**src/rtl/mem_wb_stage.sv**
```systemverilog
// Memory stage and MEM/WB pipeline register: data-memory req/ack handshake with timeout, write-back select.
// Optional build macro MEM_ALIGN_CHECK_EN rejects word-misaligned accesses as bus errors.
module mem_wb_stage #(
   parameter int TIMEOUT = 16
) (
   input  logic        clk,
   input  logic        rst,
   input  logic [31:0] mem_alu_out,
   input  logic        mem_N,
   input  logic [31:0] mem_reg_data_2,
   input  logic        mem_mem_enable,
   input  logic        mem_mem_read,
   input  logic        mem_mem_write,
   input  logic [1:0]  mem_write_data_sel,
   input  logic [4:0]  mem_write_reg_sel,
   input  logic        mem_write_reg_en,
   input  logic [31:0] mem_instruction,
   input  logic [31:0] mem_PC_4,
   input  logic        mem_HALT,
   output logic        dmem_req,
   output logic        dmem_we,
   output logic [31:0] dmem_addr,
   output logic [31:0] dmem_wdata,
   input  logic [31:0] dmem_rdata,
   input  logic        dmem_ack,
   output logic        mem_stall,
   output logic [31:0] wb_write_data,
   output logic [4:0]  wb_write_reg_sel,
   output logic        wb_write_reg_en,
   output logic [31:0] wb_instruction,
   output logic [31:0] wb_PC_4,
   output logic        wb_HALT,
   output logic        mem_err,
   output logic [31:0] mem_err_addr
);

   localparam int             CW     = $clog2(TIMEOUT + 1);
   localparam logic [CW-1:0]  TO_CNT = CW'(TIMEOUT);
   localparam logic [CW-1:0]  ONE    = CW'(1);

   typedef enum logic [1:0] {
      S_IDLE = 2'b00,
      S_WAIT = 2'b01,
      S_ERR  = 2'b10
   } state_t;

   state_t        r_state;
   state_t        w_state_nxt;
   logic [CW-1:0] r_wait_cnt;
   logic [CW-1:0] w_wait_cnt_nxt;
   logic          r_mem_err;
   logic [31:0]   r_mem_err_addr;
   logic [31:0]   r_wb_write_data;
   logic [4:0]    r_wb_write_reg_sel;
   logic          r_wb_write_reg_en;
   logic [31:0]   r_wb_instruction;
   logic [31:0]   r_wb_PC_4;
   logic          r_wb_HALT;

   logic          w_mem_op;
   logic          w_misalign;
   logic          w_req;
   logic          w_complete;
   logic          w_stall;
   logic          w_retire_en;
   logic [31:0]   w_wb_data;

   assign w_mem_op = mem_mem_enable & (mem_mem_read | mem_mem_write);

`ifdef MEM_ALIGN_CHECK_EN
   assign w_misalign = (mem_alu_out[1:0] != 2'b00);
`else
   assign w_misalign = 1'b0;
`endif

   // Handshake FSM next state, wait counter and request strobe
   always_comb begin
      w_state_nxt    = r_state;
      w_wait_cnt_nxt = r_wait_cnt;
      w_req          = 1'b0;
      case (r_state)
         S_IDLE: begin
            if (w_mem_op && !r_mem_err) begin
               if (w_misalign) begin
                  w_state_nxt = S_ERR;
               end else begin
                  w_req = 1'b1;
                  if (!dmem_ack) begin
                     w_state_nxt    = S_WAIT;
                     w_wait_cnt_nxt = ONE;
                  end else begin
                     w_state_nxt = S_IDLE;
                  end
               end
            end else begin
               w_state_nxt = S_IDLE;
            end
         end
         S_WAIT: begin
            w_req = 1'b1;
            if (dmem_ack) begin
               w_state_nxt    = S_IDLE;
               w_wait_cnt_nxt = '0;
            end else if (r_wait_cnt == TO_CNT) begin
               w_state_nxt    = S_ERR;
               w_wait_cnt_nxt = '0;
            end else begin
               w_wait_cnt_nxt = r_wait_cnt + ONE;
            end
         end
         S_ERR: begin
            w_state_nxt    = S_IDLE;
            w_wait_cnt_nxt = '0;
         end
         default: begin
            w_state_nxt    = S_IDLE;
            w_wait_cnt_nxt = '0;
         end
      endcase
   end

   assign w_complete = w_req & dmem_ack;
   assign w_stall    = w_mem_op & ~r_mem_err & ~w_complete & (r_state != S_ERR);
   // A faulting access, or any access after the sticky error, must not write a register
   assign w_retire_en = mem_write_reg_en & (r_state != S_ERR) & ~(w_mem_op & r_mem_err);

   // Write-back source select
   always_comb begin
      w_wb_data = mem_alu_out;
      case (mem_write_data_sel)
         2'b00:   w_wb_data = mem_alu_out;
         2'b01:   w_wb_data = dmem_rdata;
         2'b10:   w_wb_data = mem_PC_4;
         2'b11:   w_wb_data = {31'b0, mem_N};
         default: w_wb_data = mem_alu_out;
      endcase
   end

   // FSM state and wait counter registers
   always_ff @(posedge clk) begin
      if (rst) begin
         r_state    <= S_IDLE;
         r_wait_cnt <= '0;
      end else begin
         r_state    <= w_state_nxt;
         r_wait_cnt <= w_wait_cnt_nxt;
      end
   end

   // Sticky bus-error flag; address captured only for the first fault
   always_ff @(posedge clk) begin
      if (rst) begin
         r_mem_err      <= 1'b0;
         r_mem_err_addr <= 32'h0;
      end else if (r_state == S_ERR) begin
         r_mem_err <= 1'b1;
         if (!r_mem_err) begin
            r_mem_err_addr <= dmem_addr;
         end
      end
   end

   // MEM/WB pipeline register: bubble while stalled, stage values otherwise
   always_ff @(posedge clk) begin
      if (rst) begin
         r_wb_write_data    <= 32'h0;
         r_wb_write_reg_sel <= 5'd0;
         r_wb_write_reg_en  <= 1'b0;
         r_wb_instruction   <= 32'h0;
         r_wb_PC_4          <= 32'h0;
         r_wb_HALT          <= 1'b0;
      end else if (w_stall) begin
         r_wb_write_reg_en  <= 1'b0;
         r_wb_HALT          <= 1'b0;
      end else begin
         r_wb_write_data    <= w_wb_data;
         r_wb_write_reg_sel <= mem_write_reg_sel;
         r_wb_write_reg_en  <= w_retire_en;
         r_wb_instruction   <= mem_instruction;
         r_wb_PC_4          <= mem_PC_4;
         r_wb_HALT          <= mem_HALT;
      end
   end

   assign dmem_req         = w_req;
   assign dmem_we          = mem_mem_write;
   assign dmem_addr        = {mem_alu_out[31:2], 2'b00};
   assign dmem_wdata       = mem_reg_data_2;
   assign mem_stall        = w_stall;
   assign mem_err          = r_mem_err;
   assign mem_err_addr     = r_mem_err_addr;
   assign wb_write_data    = r_wb_write_data;
   assign wb_write_reg_sel = r_wb_write_reg_sel;
   assign wb_write_reg_en  = r_wb_write_reg_en;
   assign wb_instruction   = r_wb_instruction;
   assign wb_PC_4          = r_wb_PC_4;
   assign wb_HALT          = r_wb_HALT;

endmodule

```
**config.mk**
```make
export PLATFORM = sky130hd
export DESIGN_NAME = mem_wb_stage
export DESIGN_NICKNAME = d
export VERILOG_FILES = /design/src/rtl/mem_wb_stage.sv
export SDC_FILE = /design/constraint.sdc
export NUM_CORES = 1
export LEC_CHECK = 0
export CAP_MARGIN = 20
export CORE_AREA = 10 10 137 139
export CTS_CLUSTER_DIAMETER = 80
export DETAILED_ROUTE_END_ITERATION = 10
export DIE_AREA = 0 0 147 149
export DONT_BUFFER_PORTS = 1
export SKIP_CTS_REPAIR_TIMING = 1
export SYNTH_ARGS = -nofsm -noshare
export SYNTH_HDL_FRONTEND = slang
export SYNTH_SLANG_ARGS = --single-unit
export TNS_END_PERCENT = 1
```
**constraint.sdc**
```tcl
create_clock -name clk -period 3.8 [get_ports clk]
set_clock_uncertainty 0.1 [all_clocks]
set_input_delay 0.76 -clock clk [delete_from_list [all_inputs] [get_ports clk]]
set_output_delay 0.76 -clock clk [all_outputs]
set_load 0.005 [all_outputs]
```
Yosys cells after proc, flatten, opt, wreduce, memory -nomap -nowiden:

Index checks and enable logic that the tools add are counted.
Widths: inputs -> output; s select.

* register bits: 141
* input port bits: 176
* word-level logic and storage cells: 53

* $add $sub $neg: 1
* equality and inequality tests: 10
* mux-type cells: 13
* bitwise gates (word level): 12
* reductions and logical operators: 7

Operator list (number)
* $pmux 32 s4: 1
* $mux 5: 4
* $pmux 5 s2: 1
* $and 1x1->1: 8
* $eq 2x2->1 const B: 3
* $mux 2: 3
* $ne 2x2->1 const B: 3
* $add 5x1->5 const B: 1
* $eq 5x5->1 const B: 1
* $eq 2x1->1 const B: 2
* $logic_not 2->1: 2
* $pmux 2 s2: 1
* $reduce_and 2->1: 2
* $ne 3x3->1 const B: 1
* $not 1->1: 3
* $mux 1: 2
* $pmux 1 s2: 1
* $reduce_or 2->1: 1
* $logic_and 1x1->1: 1
* $logic_not 1->1: 1
* $or 1x1->1: 1

Longest topological paths before layout:

* depth after elaboration: 10
* gate-level depth with buffers: 7

Least setup slack after synthesis:

OpenSTA, ideal clock, no wires.

* path type: input port to output port
* start: input mem_mem_write
* end: output mem_stall
* arrival time: 1.659 ns
* data required time: 2.940 ns
* path slack: 1.281 ns
* stages: 4
* path buffers: 1
* path through: o21ai_1 -> or4_4 -> inv_2 -> buf_2

* word-level cells in the longest chain between the ends: 9
* elaborated cells between the ends (all ways): 10
* those cells by class: mux (2); bitwise (7); reduce/logical (1)

Ends and longest elaborated chain
* start, declared: line 13 `input logic mem_mem_write,`
* $or 1x1->1 (*): line 68 `assign w_mem_op = mem_mem_enable & (mem_mem_read | mem_mem_write);`
* $and 1x1->1 (*): line 68
* $logic_and 1x1->1: line 83 `if (w_mem_op && !r_mem_err) begin`
* $mux 1: line 83
* $pmux 1 s2: line 81 `case (r_state)`
* $and 1x1->1: line 122 `assign w_complete = w_req & dmem_ack;`
* $not 1->1: line 123 `assign w_stall = w_mem_op & ~r_mem_err & ~w_complete & (r_state != S_ERR);`
* $and 1x1->1 (*) (2 in a row): line 123
* end, declared: line 26 `output logic mem_stall,`

Every way passes the cells marked *; elsewhere a longest branch is shown, timed or not.

Worst setup path in the final report:

* start: register r_state[0]
* end: output mem_stall

* word-level cells in the longest chain between the ends: 6
* elaborated cells between the ends (all ways): 8
* those cells by class: eq/ne (2); mux (1); bitwise (4); reduce/logical (1)

Ends and longest elaborated chain
* start, declared: line 47 `state_t r_state;`
* start signal, assigned: line 145 `r_state <= w_state_nxt;`
* $eq 2x1->1 or $logic_not 2->1 (tied branches): line 81
* $pmux 1 s2: line 81
* $and 1x1->1: line 122
* $not 1->1: line 123
* $and 1x1->1: line 123
* $and 1x1->1 (*): line 123

Marks and branches as above.

==> impl_metrics.tcl <==
set metrics [dict create \
    fillers 1670 \
    synthArstFlopShare_pct 0 \
    p_sw_mw 0.845 \
    htreeDepth 4 \
    fin_setup_tns_ns 0 \
    final_max_slew_viol_count 0 \
    rsz0062_at_grt "no" \
    wire_per_inst_um 21.6 \
    synth_area_um2 6100 \
    place_congestion 0.760 \
    post-route-period-util_pct 77.5 \
    seqPwrFrac_pct 46.0 \
    setup_viol 0 \
    cp_cell_sequence "nor2b_1 > or4_4 > clkinv_2" \
    dpl_cell_area_um2 5680 \
    avgSynthCellArea_um2 7.93 \
    cts_buffer_depth 2 \
    powerDensity_nw_per_um2 564 \
    synthFlopType "dfxtp_1" \
    die_area_um2 21900 \
    rows 47 \
    finalHoldViolations 0 \
    multi_input_area_um2 2510 \
    dp.cells 876 \
    ys_seq_area_share_pct 46.3 \
    core-area_um2 16200 \
    grt_use_total_pct 16.8 \
    dpl.hpwl_um 13800 \
    clk_transition_reported_paths_ns 0.06 \
    grt_antenna_before_repair 0 \
    tightest_slew_ns 0.882 \
    whs_ns 0.323 \
    cpLargestDelayFamily "simple AND/OR/NAND/NOR gates" \
    synth_cells 769 \
    io_buffers 0 \
    crit_type "flop to output pin" \
    seqCellArea_um2 2820 \
    outcome "complete, no violations" \
    cts.sinks 141 \
    clk_latency_ns 0.41 \
    max_slew_margin_pct 41.1 \
    crit_fanout 42 \
    hp-class "input port to flop" \
    fmax_ghz 0.340 \
    cts_tree "done" \
    layout_commonest_cell "nand2_1" \
    final_area_um2 6290 \
    pwr-share-comb_pct 5.5 \
    grt_pass1_wl_um 28800 \
    diodes 0 \
    cts_buffers 17 \
    layout.cells.non_filler 908 \
    crit_path_max_incr_delay_ns 0.75 \
    cp-start-kind "flop" \
    drt_iter0_drc 211 \
    slowest_stage "or4_4" \
    dr.pass1.iters 4 \
    max-cap-violations 0 \
    final_antenna_net_count 0 \
    cts-root-buf "clkbuf_16" \
    avgViaCountPerCell 5.22 \
    grt_start_max_net_pins 138 \
    die_height_um 149 \
    drc 0 \
    pin_count 379 \
    synth_edf_count 0 \
    cp_num_buf_inv 1 \
    p_int_mw 2.70 \
    overflow 0 \
    arrival_ns 2.08 \
    die_w_um 147 \
    clockPowerShare_pct 48.5 \
    yosysWarningCount 0 \
    ys_ff_latch 141 \
    final_nets 853 \
    peakVddDrop_mv 0.275 \
    crit_path_end_kind "output pin" \
    ys_types 31 \
    leakage_nw 2.45 \
    layout-drive-gt1-share_pct 6.10 \
    wl_um 19600 \
    required_ns 2.94 \
    grt_pass1_vias 4585 \
    min_period_ns 2.94 \
    area_growth_pct 3.10 \
    vias 4742 \
    final_cell_mix "nand2_1 (202), dfxtp_1 (141), a21oi_1 (104)" \
    p_sw_share_pct 23.8 \
    start_util_pct 37.7 \
]
## routing by layer
| metal | up-vias | routed length [µm] | GRT usage, % |
|---|---|---|---|
| li1 | 2288 | - | - |
| met1 | 2176 | 7330 | 18.5 |
| met2 | 257 | 9270 | 26.9 |
| met3 | 21 | 2870 | 10.3 |
| met4 | 0 | 170 | 4.66 |
| met5 | - | 0 | 0 |
## area by class of cell
type	instances	area share [%]
clock buffer	19	7.04
inverter	5	0.318
clock inverter	13	2.61
sequential	141	44.9
tap	220	4.38
multi-input combinational	504	39.9
timing repair buffer	6	0.915
## per-stage QoR
step	utilization, %	power (mW)	worst slack, ns
after CTS	38.9	3.60	0.814
after global placement	35.1	1.86	0.947
after global routing	38.9	3.69	0.738
final	38.9	3.55	0.857
after detailed placement	35.1	1.87	0.936
after floorplan	-	1.89	1.28
## flip-flops by register name, indices dropped and copies added (netlist names)
name / flops
wb_PC_4: 32
wb_write_data: 32
wb_write_reg_en: 1
r_state: 2
wb_instruction: 32
r_wait_cnt: 5
wb_write_reg_sel: 5
wb_HALT: 1
mem_err: 1
mem_err_addr: 30
## power groups by stage
stage | Clock (mW) | Sequential [mW] | Combinational (mW)
6_report | 1.72 | 1.63 | 0.195
5_1_grt | 1.82 | 1.64 | 0.226
4_1_cts | 1.77 | 1.64 | 0.198
3_5_place_dp | 0 | 1.67 | 0.198
3_3_place_gp | 0 | 1.67 | 0.193
2_1_floorplan | 0 | 1.63 | 0.260
## cells in the mapped netlist, types with 2 or more instances
master    instances  share of area [%]
mux2i_1          31                5.1
buf_4            67                8.2
dfxtp_1         141                 46
clkbuf_1         39                2.4
buf_2             9               0.74
nand3_1           2               0.16
a211oi_1         31                3.8
buf_6             7                1.3
o31a_1            2               0.29
a21oi_1         104                8.5
nand3b_1          2               0.25
nor2b_1           3               0.31
nand2_1         202                 12
inv_1             4               0.25
nor2_1           69                4.2
nor4bb_1          2               0.33
ha_1              2               0.41
or3_1             4               0.41
o211ai_1          2               0.25
nor3_1           32                2.6
o21ai_0           4               0.33
## path summary, 6_finish.rpt
check	startpoint	slack (ns)	cells after the start	endpoint
min reg2reg	mem_err_addr[4]	0.37	2	mem_err_addr[4]
min	dmem_ack	0.32	1	r_state[1]
max reg2reg	r_state[0]	1.34	6	wb_instruction[16]
max	r_state[0]	0.86	3	mem_stall
## logic make-up (layout without fill, tap and decap cells)
family / count (synthesis) / in the layout / share of synthesized area, %
compound gates: 146 / 146 / 13.6
fa+ha+maj: 2 / 2 / 0.410
buf+inv: 127 / 43 / 13.0
flops: 141 / 141 / 46.3
mux: 32 / 32 / 5.46
other cells: 1 / 4 / 0.0615
simple gates: 320 / 320 / 21.3
Power figures use the tool's default switching activity.
